`src/rtl/glip_uart_egress_arbiter_if.sv`:
```
// Purpose: bundle of request, grant, FIFO and transmitter handshake signals
//          around the UART egress arbiter.
// Ports (master = arbiter side):
//   hold, ack_req, ack_code, credit_req, credit_value,
//   egress_in_data, egress_in_valid, tx_done            -> into the arbiter
//   ack_grant, credit_grant, egress_in_ready,
//   tx_data, tx_enable, busy                            <- out of the arbiter
interface glip_uart_egress_arbiter_if;
    localparam int unsigned CODE_W   = 4;
    localparam int unsigned CREDIT_W = 14;
    localparam int unsigned BYTE_W   = 8;

    logic                hold;
    logic                ack_req;
    logic [CODE_W-1:0]   ack_code;
    logic                ack_grant;
    logic                credit_req;
    logic [CREDIT_W-1:0] credit_value;
    logic                credit_grant;
    logic [BYTE_W-1:0]   egress_in_data;
    logic                egress_in_valid;
    logic                egress_in_ready;
    logic [BYTE_W-1:0]   tx_data;
    logic                tx_enable;
    logic                tx_done;
    logic                busy;

    modport master (
        input  hold, ack_req, ack_code, credit_req, credit_value,
               egress_in_data, egress_in_valid, tx_done,
        output ack_grant, credit_grant, egress_in_ready,
               tx_data, tx_enable, busy
    );

    modport slave (
        output hold, ack_req, ack_code, credit_req, credit_value,
               egress_in_data, egress_in_valid, tx_done,
        input  ack_grant, credit_grant, egress_in_ready,
               tx_data, tx_enable, busy
    );
endinterface

```
`src/rtl/glip_uart_egress_arbiter.sv`:
```
// Purpose: shares the UART transmit byte channel between control acks,
//          credit messages and payload bytes; frames each into an
//          escape-coded byte sequence and drives the tx enable/done handshake.
// Ports:
//   clk  - clk_io domain clock
//   rst  - asynchronous active-high reset
//   arb  - master side of glip_uart_egress_arbiter_if (requests, grants,
//          FIFO head, transmitter handshake, busy)
module glip_uart_egress_arbiter #(
    parameter logic [7:0] ESCAPE = 8'hfe
) (
    input  logic                          clk,
    input  logic                          rst,
    glip_uart_egress_arbiter_if.master    arb
);
    localparam int unsigned BYTE_W = 8;
    localparam int unsigned IDX_W  = 2;

    typedef enum logic [1:0] {
        ST_IDLE = 2'd0,
        ST_BYTE = 2'd1,
        ST_GAP  = 2'd2
    } state_t;

    state_t                  state_q, state_d;
    logic [IDX_W-1:0]        idx_q, idx_d;
    logic [IDX_W-1:0]        len_q, len_d;
    logic [2:0][BYTE_W-1:0]  msg_q, msg_d;
    logic [BYTE_W-1:0]       tx_data_q, tx_data_d;
    logic                    tx_enable_q, tx_enable_d;
    logic                    busy_q, busy_d;
    logic                    ack_grant_c, credit_grant_c, ready_c;
    logic                    accept_c;

    // State and message buffer registers
    always_ff @(posedge clk or posedge rst) begin
        if (rst) begin
            state_q     <= ST_IDLE;
            idx_q       <= '0;
            len_q       <= '0;
            msg_q       <= '0;
            tx_data_q   <= '0;
            tx_enable_q <= 1'b0;
            busy_q      <= 1'b0;
        end else begin
            state_q     <= state_d;
            idx_q       <= idx_d;
            len_q       <= len_d;
            msg_q       <= msg_d;
            tx_data_q   <= tx_data_d;
            tx_enable_q <= tx_enable_d;
            busy_q      <= busy_d;
        end
    end

    // Arbitration, framing and next-state logic
    always_comb begin
        state_d        = state_q;
        idx_d          = idx_q;
        len_d          = len_q;
        msg_d          = msg_q;
        tx_data_d      = tx_data_q;
        tx_enable_d    = tx_enable_q;
        ack_grant_c    = 1'b0;
        credit_grant_c = 1'b0;
        ready_c        = 1'b0;
        accept_c       = 1'b0;

        unique case (state_q)
            ST_IDLE: begin
                if (!arb.hold) begin
                    // Fixed priority: ack > credit > data
                    if (arb.ack_req) begin
                        ack_grant_c = 1'b1;
                        accept_c    = 1'b1;
                        msg_d       = {8'h00, {4'b1100, arb.ack_code}, ESCAPE};
                        len_d       = 2'd2;
                    end else if (arb.credit_req) begin
                        credit_grant_c = 1'b1;
                        accept_c       = 1'b1;
                        msg_d          = {arb.credit_value[7:0],
                                          {2'b10, arb.credit_value[13:8]},
                                          ESCAPE};
                        len_d          = 2'd3;
                    end else if (arb.egress_in_valid) begin
                        ready_c  = 1'b1;
                        accept_c = 1'b1;
                        // A literal escape byte is doubled so the receiver
                        // never mistakes it for a command prefix.
                        if (arb.egress_in_data == ESCAPE) begin
                            msg_d = {8'h00, ESCAPE, ESCAPE};
                            len_d = 2'd2;
                        end else begin
                            msg_d = {8'h00, 8'h00, arb.egress_in_data};
                            len_d = 2'd1;
                        end
                    end
                end
                if (accept_c) begin
                    state_d     = ST_BYTE;
                    idx_d       = '0;
                    tx_enable_d = 1'b1;
                    tx_data_d   = msg_d[0];
                end
            end
            ST_BYTE: begin
                if (arb.tx_done) begin
                    tx_enable_d = 1'b0;
                    if (idx_q == IDX_W'(len_q - 2'd1)) begin
                        state_d = ST_IDLE;
                    end else begin
                        state_d = ST_GAP;
                        idx_d   = IDX_W'(idx_q + 2'd1);
                    end
                end
            end
            ST_GAP: begin
                state_d     = ST_BYTE;
                tx_enable_d = 1'b1;
                tx_data_d   = msg_q[idx_q];
            end
            default: begin
                state_d     = ST_IDLE;
                tx_enable_d = 1'b0;
            end
        endcase

        busy_d = (state_d != ST_IDLE);
    end

    assign arb.ack_grant       = ack_grant_c;
    assign arb.credit_grant    = credit_grant_c;
    assign arb.egress_in_ready = ready_c;
    assign arb.tx_data         = tx_data_q;
    assign arb.tx_enable       = tx_enable_q;
    assign arb.busy            = busy_q;
endmodule

```
`src/flat_wrapper.sv`:
```
// flat-port wrapper written by rule: the top's interface ports become plain ports
module glip_uart_egress_arbiter_flat 
#(
    parameter logic [7:0] ESCAPE = 8'hfe
)
  (clk, rst, arb_hold, arb_ack_req, arb_ack_code, arb_credit_req, arb_credit_value, arb_egress_in_data, arb_egress_in_valid, arb_tx_done, arb_ack_grant, arb_credit_grant, arb_egress_in_ready, arb_tx_data, arb_tx_enable, arb_busy);
  glip_uart_egress_arbiter_if arb_i ();
  input  logic clk;
  input  logic rst;
  input wire logic [$bits(arb_i.hold)-1:0] arb_hold;
  input wire logic [$bits(arb_i.ack_req)-1:0] arb_ack_req;
  input wire logic [$bits(arb_i.ack_code)-1:0] arb_ack_code;
  input wire logic [$bits(arb_i.credit_req)-1:0] arb_credit_req;
  input wire logic [$bits(arb_i.credit_value)-1:0] arb_credit_value;
  input wire logic [$bits(arb_i.egress_in_data)-1:0] arb_egress_in_data;
  input wire logic [$bits(arb_i.egress_in_valid)-1:0] arb_egress_in_valid;
  input wire logic [$bits(arb_i.tx_done)-1:0] arb_tx_done;
  output wire logic [$bits(arb_i.ack_grant)-1:0] arb_ack_grant;
  output wire logic [$bits(arb_i.credit_grant)-1:0] arb_credit_grant;
  output wire logic [$bits(arb_i.egress_in_ready)-1:0] arb_egress_in_ready;
  output wire logic [$bits(arb_i.tx_data)-1:0] arb_tx_data;
  output wire logic [$bits(arb_i.tx_enable)-1:0] arb_tx_enable;
  output wire logic [$bits(arb_i.busy)-1:0] arb_busy;
  assign arb_i.hold = arb_hold;
  assign arb_i.ack_req = arb_ack_req;
  assign arb_i.ack_code = arb_ack_code;
  assign arb_i.credit_req = arb_credit_req;
  assign arb_i.credit_value = arb_credit_value;
  assign arb_i.egress_in_data = arb_egress_in_data;
  assign arb_i.egress_in_valid = arb_egress_in_valid;
  assign arb_i.tx_done = arb_tx_done;
  assign arb_ack_grant = arb_i.ack_grant;
  assign arb_credit_grant = arb_i.credit_grant;
  assign arb_egress_in_ready = arb_i.egress_in_ready;
  assign arb_tx_data = arb_i.tx_data;
  assign arb_tx_enable = arb_i.tx_enable;
  assign arb_busy = arb_i.busy;
  glip_uart_egress_arbiter #(.ESCAPE(ESCAPE)) u_core (.clk(clk), .rst(rst), .arb(arb_i));
endmodule
```
`config.mk`:
```
export PLATFORM = sky130hd
export DESIGN_NAME = glip_uart_egress_arbiter_flat
export DESIGN_NICKNAME = d
export VERILOG_FILES = /design/src/rtl/glip_uart_egress_arbiter_if.sv /design/src/rtl/glip_uart_egress_arbiter.sv /design/src/flat_wrapper.sv
export SDC_FILE = /design/constraint.sdc
export NUM_CORES = 1
export LEC_CHECK = 0
export BUFFER_PORTS_ARGS = -buffer_cell sky130_fd_sc_hd__buf_2
export CAP_MARGIN = 5
export CORE_MARGIN = 5
export CORE_UTILIZATION = 30
export CTS_CLUSTER_SIZE = 28
export DETAILED_ROUTE_END_ITERATION = 16
export PLACE_DENSITY = 0.55
export SKIP_LAST_GASP = 1
export SYNTH_ARGS = -nofsm -noshare
export SYNTH_HDL_FRONTEND = slang
export SYNTH_SLANG_ARGS = --single-unit
```
`constraint.sdc`:
```
create_clock -name clk -period 5 [get_ports clk]
set_input_delay 0.5 -clock clk [delete_from_list [all_inputs] [get_ports clk]]
set_output_delay 0.5 -clock clk [all_outputs]
set_load 0.05 [all_outputs]
```
==> metrics.cfg <==
[drt]
viasPerCell=4.91
vias=1512
first_iter_violations=85
remaining_drc_errors=0
first_pass_iters=4
ant_nets=0
wirelength_um=4950
wl_per_cell_um=16.1

[floorplan]
start_util=0.304
die_area_um2=8060
fp.dieH_um=89.8
die_w_um=89.8
coreArea_um2=6280
rows=29
ios=46

[worst_setup_path]
crit_start=arb_credit_req
reg2reg_slack_ns=2.71
required_ns=4.50
crit_arrival_ns=2.19
reg2reg_to=u_core.msg_q[15]$_DFFE_PP0P_
reg2regPathDepth=4
path_class=in2out
regToRegStartpoint=u_core.state_q[1]$_DFF_PP0_
end_kind=primary output
crit_fanout=12
start_kind=primary input

[timing]
rsz0062_at_grt=false
fin_crit_sh=0.539
fmax_mhz=371
skew_ns=0.00485
hold_violations=0
post-route-min-period_ns=2.69
fin_tns_setup_ns=0
slew_headroom=0.290
finalMaxSlewViolations=0
setup_viol=0
fin_ws_ns=2.31
worstMarginPinSlew_ns=1.06

[logic_synthesis]
synth.distinct_cells=35
ys_top_cells_by_area=dfrtp_1, mux2i_1, o21ai_0
syn_inst=190
syn-cell-area_um2=1910
yosysTopAreaCellShare=0.524
yosysSeqAreaShare=0.524
syn-num-nets=223
synth_largest_area_cell=dfrtp_1
ys_seq_elements=40
synth_warnings=0
syn_avg_cell_area_um2=10.1

[layout]
final_common_cell=buf_2
syn_to_final_growth_pct=18.1
nNetsFinal=263
mostFrequentLayoutCells=buf_2, dfrtp_1, nor2_1
antenna_cells=0
layout-drive-gt1-share=0.247
fillers=678

[grt]
grt_max_degree=41
grt_antenna_before_repair=0
grt_pass1_wl_um=8480
grt_overflow=0
grt_pass1_vias=1588
grt_util_all_layers=0.130

[clocking]
clk_latency_ns=0.29
cts-htree-levels=2
cts_tree=done
post_cts_buffers=0
path_clk_slew_ns=0.08
max-clock-path-buffers=2
post_cts_resized=0
cts-buffers-inserted=5
hold_buffers=0
cts.sinks=40
root_buffer=clkbuf_8

[placement]
gp_congestion=0.839
dpl.hpwl_um=3760
pre_cts_slack_ns=2.32
port_buffers=45

[status]
outcome=finished, final reports clean

[power_and_ir_drop]
finalPower_uw=1330
p_per_area_nw_per_um2=588
p_leak_uw=0.00104
ir_drop_mv=0.148

[worst_hold_path]
hold_path.class=in2async

[flow_run]
drv_cap=0

cell type report:
class / instances / area (um^2) / share of cell area
clock inverter: 2 / 10.0 / 0.00444
tap: 77 / 96.3 / 0.0427
clock buffer: 6 / 82.6 / 0.0366
multi-input combinational: 130 / 807 / 0.358
inverter: 7 / 26.3 / 0.0116
timing repair buffer: 46 / 233 / 0.103
sequential: 40 / 1000 / 0.444
cells by family after synthesis:
| logic type | synth area share |
|---|---|
| and+or+nand+nor | 0.149 |
| DFF | 0.524 |
| xor gates and xnor gates | 0.00458 |
| AOI/OAI and AO/OA | 0.217 |
| muxes | 0.0524 |
| buffers and inverters | 0.0537 |
synth_stat cells (all sizes together):
library cell,number
a22o,8
nand2,20
nor2b,3
xnor2,1
nor2,22
a211oi,3
clkbuf,5
and3,2
o21bai,1
nand2b,3
or2,2
o22ai,1
inv,7
a21o,1
o211ai,1
nand4b,1
a221o,8
nand4,1
o21a,1
dfrtp,40
a22oi,1
mux2i,10
buf,8
o22a,8
or3,3
a21oi,5
a31oi,2
nor4,2
o21ai,18
nor3,2
worst max-delay path, stage by stage:
cell	delay, ns
buf_2	0.17
or3_4	0.44
or2_4	0.25
or3_1	0.47
inv_1	0.10
buf_2	0.26
flip-flops by register name, indices dropped and copies added, names as in the netlist:
signal                cells
u_core.idx_q              2
u_core.arb.tx_data        8
u_core.msg_q             24
u_core.arb.tx_enable      1
u_core.len_q              2
u_core.arb.busy           1
u_core.state_q            2
worst max-delay path by stage:
stage | endpoint | slack (ns) | cells past startpoint
after floorplan | arb_egress_in_ready | 2.42 | 7
after global placement | arb_egress_in_ready | 2.34 | 6
after detailed placement | arb_egress_in_ready | 2.32 | 6
after CTS | arb_egress_in_ready | 2.32 | 6
after global routing | arb_egress_in_ready | 2.21 | 6
final | arb_egress_in_ready | 2.31 | 6
report_power, final:
group	switching [uW]	internal, uW	leakage (uW)
clock	110	110	0.0000510
sequential	106	449	0.000476
combinational	351	201	0.000511
total	567	760	0.00104
per-stage QoR:
stage               hold WS, ns  std cells  instance area, um^2  utilization
finish                    0.313        308                 2260        0.359
detailed placement        0.460        300                 2160        0.345
CTS                       0.340        308                 2260        0.359
global placement          0.463        300                 2160        0.345
global route              0.377        308                 2260        0.359
floorplan                 0.449        190                 1910            -
per-layer routing:
layer	GRT usage	part of all wire	wire length [um]	vias up
li1	-	-	-	758
met1	0.186	0.50	2460	710
met2	0.191	0.43	2150	40
met3	0.0317	0.053	264	4
met4	0.0416	0.014	67	0
met5	0	0	0	-
(Power assumes the default switching activity.)
